$ cat src/rtl/sb_pkg.sv
// Shared types and defaults for the decode-stage hazard scoreboard.
package sb_pkg;

    localparam int SB_REGNOBITS = 5;
    localparam int SB_CNTBITS   = 2;
    localparam int SB_CNT_MAX   = (2 ** SB_CNTBITS) - 1;

    typedef enum logic [0:0] {
        IDLE      = 1'b0,
        CTRL_WAIT = 1'b1
    } sb_state_e;

    // A pending source blocks issue unless its only outstanding write retires this cycle.
    function automatic logic src_hazard(
        input logic used,
        input logic reg_nonzero,
        input logic cnt_nonzero,
        input logic cnt_is_one,
        input logic wb_match
    );
        return used && reg_nonzero && cnt_nonzero && !(cnt_is_one && wb_match);
    endfunction

endpackage

$ cat src/rtl/sb_reg_counter.sv
// Saturating up/down pending-write counter for one tracked resource.
module sb_reg_counter
    import sb_pkg::*;
#(
    parameter int CNTBITS = SB_CNTBITS
) (
    input  logic               clk,
    input  logic               reset,
    input  logic               inc,
    input  logic               dec,
    output logic [CNTBITS-1:0] cnt,
    output logic               underflow
);

    localparam logic [CNTBITS-1:0] CNT_ZERO = {CNTBITS{1'b0}};
    localparam logic [CNTBITS-1:0] CNT_ONE  = CNTBITS'(1);
    localparam logic [CNTBITS-1:0] CNT_MAX  = {CNTBITS{1'b1}};

    logic [CNTBITS-1:0] cnt_q;
    logic [CNTBITS-1:0] cnt_d;

    // Next count: simultaneous inc and dec cancel; clamp at both ends.
    always_comb begin
        cnt_d = cnt_q;
        if (inc && !dec) begin
            if (cnt_q != CNT_MAX) begin
                cnt_d = cnt_q + CNT_ONE;
            end else begin
                cnt_d = cnt_q;
            end
        end else if (dec && !inc) begin
            if (cnt_q != CNT_ZERO) begin
                cnt_d = cnt_q - CNT_ONE;
            end else begin
                cnt_d = cnt_q;
            end
        end else begin
            cnt_d = cnt_q;
        end
    end

    // Count register.
    always_ff @(posedge clk) begin
        if (reset) begin
            cnt_q <= CNT_ZERO;
        end else begin
            cnt_q <= cnt_d;
        end
    end

    // A retire with nothing outstanding is a bookkeeping error.
    assign underflow = dec && (cnt_q == CNT_ZERO);
    assign cnt       = cnt_q;

endmodule

$ cat src/rtl/hazard_scoreboard.sv
// Decode-stage issue controller: per-register pending counters plus control-transfer fetch hold.
// Optional CSR tracking is enabled by defining SB_CSR_TRACK_EN.
module hazard_scoreboard
    import sb_pkg::*;
#(
    parameter int REGNOBITS = SB_REGNOBITS,
    parameter int CNTBITS   = SB_CNTBITS
) (
    input  logic                      clk,
    input  logic                      reset,
    input  logic                      de_valid,
    input  logic [REGNOBITS-1:0]      de_rs1,
    input  logic [REGNOBITS-1:0]      de_rs2,
    input  logic                      de_rs1_used,
    input  logic                      de_rs2_used,
    input  logic                      de_wr_reg,
    input  logic [REGNOBITS-1:0]      de_rd,
    input  logic                      de_is_ctrl,
    input  logic                      agex_ctrl_resolved,
    input  logic                      wb_wr_reg,
    input  logic [REGNOBITS-1:0]      wb_rd,
`ifdef SB_CSR_TRACK_EN
    input  logic                      de_csr_rd,
    input  logic                      de_csr_wr,
    input  logic                      wb_wr_csr,
`endif
    output logic                      issue,
    output logic                      stall_de,
    output logic                      stall_fe,
    output logic [(2**REGNOBITS)-1:0] busy_vec,
    output logic                      sb_err
);

    localparam int NREGS = 2 ** REGNOBITS;
    localparam logic [CNTBITS-1:0]   CNT_ZERO = {CNTBITS{1'b0}};
    localparam logic [CNTBITS-1:0]   CNT_ONE  = CNTBITS'(1);
    localparam logic [CNTBITS-1:0]   CNT_MAX  = {CNTBITS{1'b1}};
    localparam logic [REGNOBITS-1:0] REG_ZERO = {REGNOBITS{1'b0}};

    logic [CNTBITS-1:0] cnt_s [NREGS];
    logic [NREGS-1:0]   uflow_s;
    logic               issue_s;
    logic               haz_rs1_s;
    logic               haz_rs2_s;
    logic               struct_s;
    logic               csr_haz_s;
    logic               csr_struct_s;
    logic               csr_uflow_s;
    sb_state_e          state_q;
    sb_state_e          state_d;
    logic               sb_err_q;

    // x0 is hard-wired: never pending, never in error.
    assign cnt_s[0]   = CNT_ZERO;
    assign uflow_s[0] = 1'b0;

    generate
        for (genvar i = 1; i < NREGS; i++) begin : g_cnt
            sb_reg_counter #(
                .CNTBITS (CNTBITS)
            ) u_cnt (
                .clk       (clk),
                .reset     (reset),
                .inc       (issue_s && de_wr_reg && (de_rd == REGNOBITS'(i))),
                .dec       (wb_wr_reg && (wb_rd == REGNOBITS'(i))),
                .cnt       (cnt_s[i]),
                .underflow (uflow_s[i])
            );
        end
    endgenerate

`ifdef SB_CSR_TRACK_EN
    logic [CNTBITS-1:0] csr_cnt_s;

    sb_reg_counter #(
        .CNTBITS (CNTBITS)
    ) u_csr_cnt (
        .clk       (clk),
        .reset     (reset),
        .inc       (issue_s && de_csr_wr),
        .dec       (wb_wr_csr),
        .cnt       (csr_cnt_s),
        .underflow (csr_uflow_s)
    );

    assign csr_haz_s    = src_hazard(de_csr_rd, 1'b1, csr_cnt_s != CNT_ZERO,
                                     csr_cnt_s == CNT_ONE, wb_wr_csr);
    assign csr_struct_s = de_csr_wr && (csr_cnt_s == CNT_MAX);
`else
    assign csr_haz_s    = 1'b0;
    assign csr_struct_s = 1'b0;
    assign csr_uflow_s  = 1'b0;
`endif

    // WB writes the register file on negedge, so a same-cycle retire of the last write is safe.
    assign haz_rs1_s = src_hazard(de_rs1_used, de_rs1 != REG_ZERO, cnt_s[de_rs1] != CNT_ZERO,
                                  cnt_s[de_rs1] == CNT_ONE, wb_wr_reg && (wb_rd == de_rs1));
    assign haz_rs2_s = src_hazard(de_rs2_used, de_rs2 != REG_ZERO, cnt_s[de_rs2] != CNT_ZERO,
                                  cnt_s[de_rs2] == CNT_ONE, wb_wr_reg && (wb_rd == de_rs2));
    assign struct_s  = de_wr_reg && (de_rd != REG_ZERO) && (cnt_s[de_rd] == CNT_MAX);

    assign issue_s  = de_valid && (state_q == IDLE) && !haz_rs1_s && !haz_rs2_s
                      && !struct_s && !csr_haz_s && !csr_struct_s;
    assign issue    = issue_s;
    assign stall_de = de_valid && !issue_s;
    assign stall_fe = stall_de || (state_q == CTRL_WAIT) || (issue_s && de_is_ctrl);
    assign sb_err   = sb_err_q;

    // Control-transfer hold: the resolve pulse only matters while waiting.
    always_comb begin
        state_d = state_q;
        case (state_q)
            IDLE: begin
                if (issue_s && de_is_ctrl) begin
                    state_d = CTRL_WAIT;
                end else begin
                    state_d = IDLE;
                end
            end
            CTRL_WAIT: begin
                if (agex_ctrl_resolved) begin
                    state_d = IDLE;
                end else begin
                    state_d = CTRL_WAIT;
                end
            end
            default: state_d = IDLE;
        endcase
    end

    // FSM state register.
    always_ff @(posedge clk) begin
        if (reset) begin
            state_q <= IDLE;
        end else begin
            state_q <= state_d;
        end
    end

    // Sticky underflow flag, cleared only by reset.
    always_ff @(posedge clk) begin
        if (reset) begin
            sb_err_q <= 1'b0;
        end else if ((|uflow_s) || csr_uflow_s) begin
            sb_err_q <= 1'b1;
        end else begin
            sb_err_q <= sb_err_q;
        end
    end

    // Busy view of the registered counters.
    always_comb begin
        busy_vec = {NREGS{1'b0}};
        for (int i = 0; i < NREGS; i++) begin
            busy_vec[i] = (cnt_s[i] != CNT_ZERO);
        end
    end

endmodule

$ cat config.mk
export PLATFORM = sky130hd
export DESIGN_NAME = hazard_scoreboard
export DESIGN_NICKNAME = d
export VERILOG_FILES = /design/src/rtl/sb_pkg.sv /design/src/rtl/sb_reg_counter.sv /design/src/rtl/hazard_scoreboard.sv
export SDC_FILE = /design/constraint.sdc
export NUM_CORES = 1
export LEC_CHECK = 0
export CORE_UTILIZATION = 48
export CTS_BUF_LIST = sky130_fd_sc_hd__clkbuf_2
export CTS_CLUSTER_DIAMETER = 40
export DETAILED_ROUTE_END_ITERATION = 10
export PLACE_DENSITY = 0.73
export SETUP_SLACK_MARGIN = 0.05
export SYNTH_ARGS = -nofsm -noshare
export SYNTH_HDL_FRONTEND = slang
export SYNTH_SLANG_ARGS = --single-unit
$ cat constraint.sdc
create_clock -name clk -period 16.6 [get_ports clk]
set_input_delay 4.98 -clock clk [delete_from_list [all_inputs] [get_ports clk]]
set_output_delay 4.98 -clock clk [all_outputs]
set_load 0.02 [all_outputs]
=== Yosys cells after proc, flatten, opt, wreduce, memory -nomap -nowiden ===
Cells that the tools add are included.

* Bits in registers: 64
* Input port bits: 29
* Output and inout bits: 36
* Logic and storage cells: 772

* Add/sub/neg operators: 62
* Order comparisons: 3
* Equal/unequal tests: 129
* Muxes and demuxes: 136
* Bitwise logic cells: 4
* Reduce and logical (&&, ||, !) cells: 405

{| class="wikitable"
|+ Operators by type and width
! cell !! count
|-
| $mux 2 || 130
|-
| $reduce_bool 2->1 || 95
|-
| $logic_and 1x1->1 || 174
|-
| $eq 5x5->1 const B || 32
|-
| $ne 2x2->1 const B || 62
|-
| $reduce_and 3->1 || 31
|-
| $eq 5x4->1 const B || 16
|-
| $logic_not 1->1 || 68
|-
| $add 2x1->2 const B || 31
|-
| $logic_not 2->1 || 31
|-
| $sub 2x1->2 const B || 31
|-
| $eq 5x3->1 const B || 8
|-
| $reduce_or 31->1 || 1
|-
| $bmux 2 s5 || 3
|-
| $eq 5x2->1 const B || 4
|-
| $ge 6x6->1 const B || 3
|-
| $not 5->6 || 3
|-
| $reduce_bool 5->1 || 3
|-
| $eq 5x1->1 const B || 2
|-
| $eq 5x5->1 || 2
|-
| $eq 2x1->1 const B || 2
|-
| $eq 2x2->1 const B || 1
|-
| $logic_or 1x1->1 || 2
|-
| $mux 1 || 2
|-
| 2 further kinds || 2
|}

=== Logic depth before layout (Yosys ltp) ===
Gate-level depths: netlist of the first run.

* Depth in word-level cells: 18
* Mapped depth: 13
* Mapped depth without buffers: 8

=== By module ===
A second synthesis of the first run with hierarchy kept.

* Cell total of the unflattened synthesis: 776
* Area, all modules: 6246.0 sq um

{| class="wikitable"
|+ By module, submodules not included
! module !! instances !! cells each !! area each (sq um) !! sequential area each (sq um)
|-
| sb_reg_counter || 31 || 13 || 117.6 || 40.0
|-
| hazard_scoreboard || 1 || 373 || 2600.0 || 40.0
|}

=== Least setup slack after synthesis of the first run ===
OpenSTA, ideal clock, no wires.

* Path type: input to output
* From: input port de_rs1[0]
* To: output port stall_fe
* Arrival time: 7.416 ns
* Data required time: 11.620 ns
* Setup slack: 4.204 ns
* Stages: 11
* Buffers on the path: 4
* Path through: buf_2 -> buf_2 -> buf_2 -> o21ai_0 -> a31o_2 -> a2111o_2 -> o211ai_1 -> nor3_2 -> buf_2 -> nand2_1 -> or3b_1

* Word-level cells in the longest chain between the ends: 16
* Elaborated cells between the ends (all ways): 23
* Those cells by class: eq/ne: 2; mux: 3; bitwise: 1; reduce/logical: 17

{| class="wikitable"
|+ RTL lines
! element !! RTL line !! text
|-
| start, declared || hazard_scoreboard.sv:12 || <nowiki>input logic [REGNOBITS-1:0] de_rs1,</nowiki>
|-
| $not 5->6 (implied by the code) || hazard_scoreboard.sv:96, hazard_scoreboard.sv:97 ||
|-
| $bmux 2 s5 || hazard_scoreboard.sv:96, hazard_scoreboard.sv:97 ||
|-
| $mux 2 (implied by the code) (2 in a row) || hazard_scoreboard.sv:96, hazard_scoreboard.sv:97 ||
|-
| $eq 2x1->1 || hazard_scoreboard.sv:97 || <nowiki>cnt_s[de_rs1] == CNT_ONE, wb_wr_reg && (wb_rd == de_rs1));</nowiki>
|-
| $logic_and 1x1->1 || sb_pkg.sv:21 || <nowiki>return used && reg_nonzero && cnt_nonzero && !(cnt_is_one && wb_match);</nowiki>
|-
| $logic_not 1->1 || sb_pkg.sv:21 ||
|-
| $logic_and 1x1->1 (*) || sb_pkg.sv:21 ||
|-
| $logic_not 1->1 (*) || hazard_scoreboard.sv:102 || <nowiki>assign issue_s = de_valid && (state_q == IDLE) && !haz_rs1_s && !haz_rs2_s</nowiki>
|-
| $logic_and 1x1->1 (*) (2 in a row) || hazard_scoreboard.sv:102 ||
|-
| $logic_and 1x1->1 (*) || hazard_scoreboard.sv:103 || <nowiki>&& !struct_s && !csr_haz_s && !csr_struct_s;</nowiki>
|-
| $logic_not 1->1 || hazard_scoreboard.sv:105 || <nowiki>assign stall_de = de_valid && !issue_s;</nowiki>
|-
| $logic_and 1x1->1 || hazard_scoreboard.sv:105 ||
|-
| $logic_or 1x1->1 || hazard_scoreboard.sv:106 || <nowiki>assign stall_fe = stall_de || (state_q == CTRL_WAIT) || (issue_s && de_is_ctrl);</nowiki>
|-
| $logic_or 1x1->1 (*) || hazard_scoreboard.sv:106 ||
|-
| end, declared || hazard_scoreboard.sv:29 || <nowiki>output logic stall_fe,</nowiki>
|}

Every way passes the cells marked *; elsewhere a longest branch is shown, timed or not. The select of a mux whose other input is x is not followed.

=== Final worst setup path of the first run ===
* From: input port de_rs2[0]
* To: output port stall_fe

* Word-level cells in the longest chain between the ends: 15
* Elaborated cells between the ends (all ways): 22
* Those cells by class: eq/ne: 2; mux: 3; bitwise: 1; reduce/logical: 16

{| class="wikitable"
|+ RTL lines
! element !! RTL line !! text
|-
| start, declared || hazard_scoreboard.sv:13 || <nowiki>input logic [REGNOBITS-1:0] de_rs2,</nowiki>
|-
| $not 5->6 (implied by the code) || hazard_scoreboard.sv:98, hazard_scoreboard.sv:99 ||
|-
| $bmux 2 s5 || hazard_scoreboard.sv:98, hazard_scoreboard.sv:99 ||
|-
| $mux 2 (implied by the code) (2 in a row) || hazard_scoreboard.sv:98, hazard_scoreboard.sv:99 ||
|-
| $eq 2x1->1 || hazard_scoreboard.sv:99 || <nowiki>cnt_s[de_rs2] == CNT_ONE, wb_wr_reg && (wb_rd == de_rs2));</nowiki>
|-
| $logic_and 1x1->1 || sb_pkg.sv:21 ||
|-
| $logic_not 1->1 || sb_pkg.sv:21 ||
|-
| $logic_and 1x1->1 (*) || sb_pkg.sv:21 ||
|-
| $logic_not 1->1 (*) || hazard_scoreboard.sv:102 ||
|-
| $logic_and 1x1->1 (*) || hazard_scoreboard.sv:102 ||
|-
| $logic_and 1x1->1 (*) || hazard_scoreboard.sv:103 ||
|-
| $logic_not 1->1 || hazard_scoreboard.sv:105 ||
|-
| $logic_and 1x1->1 || hazard_scoreboard.sv:105 ||
|-
| $logic_or 1x1->1 || hazard_scoreboard.sv:106 ||
|-
| $logic_or 1x1->1 (*) || hazard_scoreboard.sv:106 ||
|}

Marked as above.

==> impl_metrics.toml, run 1 <==
[run]
drv_cap = 0

[routing]
via_count = 7338
met3_length_mm = 2.63
wl_met2_mm = 11.5
first_iter_violations = 956
drt-met1-wl_mm = 9.99
postRouteAntennaNets = 0
avgViaCountPerCell = 7.39
firstDrtPassIters = 6
drc = 0
drt-wirelength-per-cell_um = 25.4
dr.max_layer_used = "met4"
finalWirelength_mm = 25.2

[pwr]
p_comb_share_pct = 25.4
p_per_area_nw_per_um2 = 48.0
p_seq_share_pct = 44.3
switching_share_pct = 38.0
p_clk_share_pct = 30.3
power_leakage_nw = 2.54
p_int_mw = 0.220
switching_power_mw = 0.134
ir_worst_vdd_v = 0.0000350

[synthesis]
ys_types = 66
ys_warn_count = 0
synth.avg_cell_area_um2 = 8.14
syn_nets = 855
syn_area_um2 = 6720
yosys_register_bits = 64
muxShareOfSynthArea_pct = 17.4
synth-xor-area-share_pct = 1.30
async_flop_share_pct = 0
synth_flop_cell = "dfxtp_1"
synth_compound_area_share_pct = 24.3
synthSimpleGateAreaFrac_pct = 30.1
seq_area_frac_synth_pct = 19.1
synth_edf_count = 0
synth_top_family_by_area = "simple AND/OR/NAND/NOR gates"
syn_inst = 826
synth_adder_area_share_pct = 0

[clock_network]
post_cts_resize_count = 0
cts_tree = "built"
cts_htree_levels = 3
clock-root-buffer = "clkbuf_2"
cts.sinks = 64
cts.path.max_buffers = 2
clock_latency_ns = 0.60
cts_buffers = 9
clkTransAtPathRegs_ns = 0.26
post_cts_buffers = 0
holdBufCountCts = 0

[floorplan]
die_h_um = 120
die_area_um2 = 14500
fp.dieW_um = 120
initial_utilization_pct = 50.0
num_rows = 42
core_area_um2 = 13500
io_pins = 65

[timing]
max_freq_ghz = 0.0722
setup_viol = 0
period_needed_ns = 13.84
worstMarginPinSlew_ns = 1.25
min_period_over_period_pct = 83.4
grt_setup_unrepaired = "no"
clock_skew_ns = 0.0510
tns_ns = 0
finalHoldViolations = 0
final_max_slew_viol_count = 0
slew_headroom_pct = 16.3

[global_routing]
grt_max_degree = 107
grt_pass1_vias = 6689
grtUsageTotal_pct = 34.9
grt_pass1_wl_mm = 38.2
antenna_found_initial = 0
overflow = 0

[final_layout]
layout_common_cells = "nand2_1, nor2_1, dfxtp_1, clkdlybuf4s50_1, inv_1"
final_util_pct = 54.9
nFillCells = 1283
final_common_cell = "nand2_1"
antennaDiodeCount = 0
drive_gt1_share_pct = 13.6
fin_nets = 841
design_area_um2 = 7380
syn2layout_area_growth_pct = 9.77

[worst_setup_path]
cp_data_arrival_time_ns = 8.86
rr_worst_depth = 8
required_ns = 11.62
end_kind = "output pin"
cp-start-kind = "input pin"
critPathKind = "input pin to output pin"
cp_max_fo = 20

[run_status]
status = "finished, final reports clean"

[hold_path]
whs_path_depth = 2
hp-class = "flop to flop"

[placement]
portBuffers = 63
hpwl_mm = 18.4
routabilityCongestion = 0.987
placed_cell_area_um2 = 7260
-- through the flow --
step | total power, mW | cells | hold WS [ns] | setup slack, ns
finish | 0.354 | 993 | 0.511 | 2.76
global route | 0.365 | 993 | 0.560 | 2.53
CTS | 0.353 | 993 | 0.512 | 2.78
detailed placement | 0.247 | 977 | 0.485 | 2.79
global placement | 0.246 | 977 | 0.477 | 2.83
floorplan | 0.220 | 826 | 0.458 | 4.20
-- final cells by class --
cell class	count	area, um^2	area share, %
multi-input combinational	631	4940	66.9
sequential	64	1280	17.4
timing repair buffer	73	703	9.53
tap	176	220	2.98
inverter	33	124	1.68
clock inverter	7	71.3	0.966
clock buffer	9	45.0	0.610
-- sequential cells by signal, summed over array words and instances (netlist names) --
name,count
g_cnt.u_cnt.cnt,62
state_q,1
sb_err,1
-- synthesized netlist by cell type, types with 14 or more instances --
cell type | number | area, um^2
o2111ai_1 | 23 | 201
a32o_1 | 22 | 220
nand2b_1 | 14 | 87.6
or4b_2 | 25 | 250
nor3b_1 | 30 | 225
nor3_1 | 19 | 95.1
nand3b_1 | 27 | 203
a311oi_1 | 22 | 193
nor2_1 | 64 | 240
buf_2 | 18 | 90.1
mux2i_1 | 26 | 260
a211oi_1 | 27 | 203
clkbuf_1 | 72 | 270
dfxtp_1 | 64 | 1280
mux4_2 | 27 | 608
nor4_1 | 31 | 194
a41oi_1 | 23 | 201
nand2_1 | 81 | 304
inv_1 | 33 | 124
-- critical path: stages --
cell,delay [ns]
clkdlybuf4s50_1,1.11
mux4_1,0.64
mux2_4,0.30
a2111oi_4,0.26
a2111o_2,0.18
o21ai_2,0.12
nor3_4,0.28
nor2b_1,0.10
or3b_1,0.35
clkdlybuf4s50_1,0.54
-- logic make-up (layout without fill, tap and decap cells) --
logic type / Yosys count / after routing
buffers and inverters: 131 / 122
DFF: 64 / 64
xor gates and xnor gates: 10 / 10
and+or+nand+nor: 352 / 352
AOI/OAI and AO/OA: 198 / 198
other: 1 / 1
muxes: 70 / 70
-- final timing paths --
check | from | endpoint | slack [ns]
max | de_rs2[0] | stall_fe | 2.76
min | state_q | state_q | 0.51
max reg2reg | g_cnt[19].u_cnt.cnt[0] | g_cnt[27].u_cnt.cnt[1] | 12.92
min reg2reg | state_q | state_q | 0.51
-- power groups by stage --
stage | clock network (mW) | registers, mW | logic (mW)
global placement | 0 | 0.160 | 0.0859
floorplan | 0 | 0.159 | 0.0611
CTS | 0.108 | 0.157 | 0.0877
global route | 0.113 | 0.157 | 0.0954
finish | 0.107 | 0.157 | 0.0901
detailed placement | 0 | 0.160 | 0.0873
-- routing by layer --
metal | global-route usage [%] | vias to the layer above
li1 | - | 3240
met1 | 45.2 | 3583
met2 | 55.2 | 439
met3 | 8.49 | 76
met4 | 15.0 | 0
met5 | 0 | -
No activity file was read; power rests on OpenSTA's default activity.
==> inputs of run 2 (changes only) <==
PLACE_DENSITY = 0.75   (was 0.73)
clock period = 11.4 ns   (was 16.6 ns; I/O delays follow)
==> run 2 against run 1 <==
- worst hold slack worse by 0.0069 ns
- critical path depth is 1 higher
- combinational power is 50% higher
- setup slack worse by 1.9 ns
- first-iteration DRC count up 1.5%
- cell area grew 0.59%
- wire length is 1.0% higher
- utilization rose by 0.33 points
- sequential share of layout area down 0.10 points
- highest routed layer unchanged
==> impl_metrics.toml, run 2 (synthesis results as in run 1) <==
[timing]
final_max_slew_viol_count = 0
finalHoldViolations = 0
slew_headroom_pct = 7.63
setup_viol = 0
clock_skew_ns = 0.0233
period_needed_ns = 10.57
setup_ws_ns = 0.825
max_freq_ghz = 0.0946
hold_ws_ns = 0.504
worstMarginPinSlew_ns = 1.38
grt_setup_unrepaired = "no"
min_period_over_period_pct = 92.8
tns_ns = 0

[pwr]
total_power_mw = 0.515
ir_worst_vdd_v = 0.0000355
switching_share_pct = 37.3
power_leakage_nw = 2.57
p_clk_share_pct = 29.4
p_comb_share_pct = 26.3
p_int_mw = 0.323
switching_power_mw = 0.192
p_seq_share_pct = 44.3
p_per_area_nw_per_um2 = 69.4

[clock_network]
post_cts_buffers = 0
cts_buffers = 9
post_cts_resize_count = 0
clock_latency_ns = 0.60
holdBufCountCts = 0
cts_tree = "built"
cts_htree_levels = 3
cts.path.max_buffers = 2
clkTransAtPathRegs_ns = 0.20
cts.sinks = 64
clock-root-buffer = "clkbuf_2"

[worst_setup_path]
cp-start-kind = "input pin"
critPathKind = "input pin to output pin"
rr_worst_depth = 9
regToRegStartpoint = "g_cnt[13].u_cnt.cnt[0]"
worst_path_most_repeated_cell = "clkdlybuf4s50_1"
end_kind = "output pin"
cp_max_fo = 8
cp_data_arrival_time_ns = 7.15
r2r_setup_slack_ns = 7.68
required_ns = 7.98
cp_cell_sequence = "clkdlybuf4s50_1, buf_4, mux4_2, mux2_2, a221oi_1, a2111o_2, o211ai_1, nor3_4, nor2b_1, or3b_1, clkdlybuf4s50_1"
crit_path_max_incr_delay_ns = 0.67
slowest_stage = "clkdlybuf4s50_1"
startpoint = "de_rs1[2]"
r2r_end = "g_cnt[8].u_cnt.cnt[1]"

[placement]
portBuffers = 63
hpwl_mm = 18.8
pre_cts_slack_ns = 0.862
routabilityCongestion = 1.03
placed_cell_area_um2 = 7320

[final_layout]
final_common_cell = "nand2_1"
largest_register_ffs = 62
fin_nets = 849
drive_gt1_share_pct = 14.2
syn2layout_area_growth_pct = 10.4
layout_common_cells = "nand2_1, nor2_1, dfxtp_1, clkdlybuf4s50_1, inv_1"
design_area_um2 = 7420
antennaDiodeCount = 0

[routing]
firstDrtPassIters = 5
first_iter_violations = 970
postRouteAntennaNets = 0
drt-met1-wl_mm = 10.1
avgViaCountPerCell = 7.36
met3_length_mm = 2.68
via_count = 7364
dr.max_layer_used = "met4"
drc = 0
wl_met2_mm = 11.3
drt-wirelength-per-cell_um = 25.4
finalWirelength_mm = 25.4

[floorplan]
io_pins = 65
num_rows = 42
die_area_um2 = 14500
fp.dieW_um = 120
core_area_um2 = 13500
die_h_um = 120
initial_utilization_pct = 50.0

[global_routing]
overflow = 0
grt_pass1_vias = 6701
grt_pass1_wl_mm = 38.4
grt_max_degree = 98
grtUsageTotal_pct = 35.1
antenna_found_initial = 0

[hold_path]
whs_path_depth = 2
hold_end = "state_q"
hp-class = "flop to flop"
hold_start = "state_q"

[run]
drv_cap = 0

[run_status]
status = "finished, final reports clean"
run 2: worst max-delay path by stage:
stage	end	slack, ns	depth (start not counted)
final	stall_fe	0.83	11
after CTS	stall_fe	0.84	9
after floorplan	stall_fe	2.12	11
after detailed placement	stall_fe	0.86	9
after global placement	stall_fe	0.86	9
after global routing	stall_fe	0.65	9
run 2: final cells by class:
cell class	count	area, um^2
Inverter	33	124
Multi-Input combinational cell	631	4930
Sequential cell	64	1280
Clock inverter	4	45.0
Fill cell	1266	6030
Timing Repair Buffer	81	763
Clock buffer	12	60.1
Tap cell	176	220
run 2: power by group through the flow:
stage / Clock [mW] / Sequential (mW) / Combinational, mW
after global placement: 0 / 0.232 / 0.128
after CTS: 0.150 / 0.228 / 0.132
final: 0.152 / 0.228 / 0.135
after global routing: 0.156 / 0.228 / 0.143
after floorplan: 0 / 0.231 / 0.0890
after detailed placement: 0 / 0.232 / 0.131
run 2: layer usage:
layer / vias to the layer above / GRT usage, %
met3: 87 / 6.51
met2: 485 / 54.3
met4: 0 / 20.2
met5: - / 0
met1: 3536 / 45.7
li1: 3256 / -
run 2: worst max-delay path: cells and delay by family:
family          cells  cell delay, ns
simple gates        3            0.68
compound gates      3            0.83
buf+inv             3            1.44
mux                 2            0.78
run 2: stage by stage:
step,std cells,util [%]
CTS,1001,55.2
finish,1001,55.2
global route,1001,55.2
detailed placement,985,54.4
floorplan,826,-
global placement,985,54.4
==> inputs of run 3 (changes only) <==
CAP_MARGIN = 40   (was unset)
HOLD_SLACK_MARGIN = 0.12   (was unset)
==> run 3 against run 2 <==
- utilization rose by 0.64 points
- critical path depth decreased by 1
- flip-flop and latch count unchanged
- global-route usage up 0.49 points
- critical endpoint unchanged
- critical path type unchanged
- die area unchanged
- cell area is 1.2% higher
- combinational power is essentially flat
- clock skew shrank 0.00071 ns
- first-iteration DRC count rose by 20%
- non-clock buffer count up 10
==> impl_metrics.toml, run 3 (synthesis results as in run 1) <==
[floorplan]
initial_utilization_pct = 50.0
die_area_um2 = 14500
die_h_um = 120
io_pins = 65
fp.dieW_um = 120
num_rows = 42
core_area_um2 = 13500

[clock_network]
clock_latency_ns = 0.59
cts.path.max_buffers = 2
clock-root-buffer = "clkbuf_2"
cts_htree_levels = 3
cts.sinks = 64
holdBufCountCts = 0
post_cts_buffers = 0
cts_tree = "built"
cts_buffers = 9
clkTransAtPathRegs_ns = 0.20
post_cts_resize_count = 0

[worst_setup_path]
slowest_stage = "clkdlybuf4s50_1"
crit_path_max_incr_delay_ns = 0.98
regToRegStartpoint = "g_cnt[13].u_cnt.cnt[0]"
required_ns = 7.98
rr_worst_depth = 9
cp_max_fo = 13
cp-start-kind = "input pin"
r2r_setup_slack_ns = 7.62
cp_cell_sequence = "clkdlybuf4s50_1, mux2_2, a221o_1, a221oi_1, a2111o_2, o211ai_1, nor3_4, nor2b_1, or3b_1, clkdlybuf4s50_1"
end_kind = "output pin"
r2r_end = "g_cnt[8].u_cnt.cnt[1]"
cp_data_arrival_time_ns = 7.16
critPathKind = "input pin to output pin"
worst_path_most_repeated_cell = "clkdlybuf4s50_1"

[pwr]
p_per_area_nw_per_um2 = 68.5
p_int_mw = 0.324
switching_power_mw = 0.191
power_leakage_nw = 2.63
p_comb_share_pct = 26.6
p_clk_share_pct = 29.0
ir_worst_vdd_v = 0.0000355
p_seq_share_pct = 44.3
switching_share_pct = 37.0

[final_layout]
nFillCells = 1263
syn2layout_area_growth_pct = 11.7
final_common_cell = "nand2_1"
final_cells = 1012
layout_common_cells = "nand2_1, nor2_1, dfxtp_1, clkdlybuf4s50_1, inv_1"
fin_nets = 859
drive_gt1_share_pct = 15.2
design_area_um2 = 7510
largest_register_ffs = 62

[timing]
hold_ws_ns = 0.506
final_max_slew_viol_count = 0
period_needed_ns = 10.58
slew_headroom_pct = 38.1
grt_setup_unrepaired = "no"
setup_viol = 0
min_period_over_period_pct = 92.8
clock_skew_ns = 0.0226
setup_ws_ns = 0.819
max_freq_ghz = 0.0945
worstMarginPinSlew_ns = 0.929
tns_ns = 0
finalHoldViolations = 0

[placement]
hpwl_mm = 19.0
placed_cell_area_um2 = 7400
dp_cells = 995
pre_cts_slack_ns = 0.812
routabilityCongestion = 1.03
portBuffers = 63

[routing]
via_count = 7387
finalWirelength_mm = 25.7
avgViaCountPerCell = 7.30
firstDrtPassIters = 6
drc = 0
postRouteAntennaNets = 0
drt-wirelength-per-cell_um = 25.4
first_iter_violations = 1165

[hold_path]
hp-class = "flop to flop"
whs_path_depth = 2
hold_start = "state_q"
hold_end = "state_q"

[global_routing]
grt_pass1_vias = 6758
grtUsageTotal_pct = 35.6
grt_max_degree = 98
antenna_found_initial = 1
grt_pass1_wl_mm = 39.0
overflow = 0

[run]
drv_cap = 0

[run_status]
status = "finished, final reports clean"
==> run 3: area by class of cell <==
type                            instances  area [um^2]  area share (%)
Multi-Input combinational cell        631         4930            65.7
Sequential cell                        64         1280            17.1
Timing Repair Buffer                   91          847            11.3
Tap cell                              176          220            2.93
Inverter                               33          124            1.65
Clock buffer                           12         60.1           0.800
Clock inverter                          4         45.0           0.600
Antenna cell                            1         2.50          0.0333
==> run 3: routing by layer <==
metal,wire [um],vias to the layer above,track usage [%],share of wire [%]
met4,1150,0,18.6,4.5
met2,11700,474,56.1,46
li1,-,3272,-,-
met1,9890,3581,46.9,39
met3,2910,60,5.61,11
met5,0,-,0,0
==> run 3: worst max path at each step <==
stage                          from  endpoint  slack (ns)
after floorplan           de_rs1[0]  stall_fe        2.12
after global placement    de_rs1[0]  stall_fe        0.86
after detailed placement  de_rs1[0]  stall_fe        0.81
after CTS                 de_rs1[0]  stall_fe        0.81
after global routing      de_rs1[0]  stall_fe        0.63
final                     de_rs1[0]  stall_fe        0.82
==> run 3: power by group through the flow <==
stage / registers, mW / clock network, mW / logic [mW]
after global placement: 0.232 / 0 / 0.128
after floorplan: 0.231 / 0 / 0.0890
after detailed placement: 0.232 / 0 / 0.133
final: 0.228 / 0.149 / 0.137
after CTS: 0.228 / 0.150 / 0.133
after global routing: 0.228 / 0.157 / 0.145
==> run 3: critical path, delay by kind of cell <==
family | cells | cell delay (ns)
AND/OR/NAND/NOR | 3 | 0.67
multiplexers | 1 | 0.41
buffers and inverters | 2 | 1.52
AO/OA/AOI/OAI | 4 | 1.13
==> run 3: metrics by stage <==
step	util (%)	total power [mW]
floorplan	-	0.320
global placement	54.4	0.360
detailed placement	55.0	0.365
CTS	55.8	0.511
global route	55.8	0.531
finish	55.8	0.514
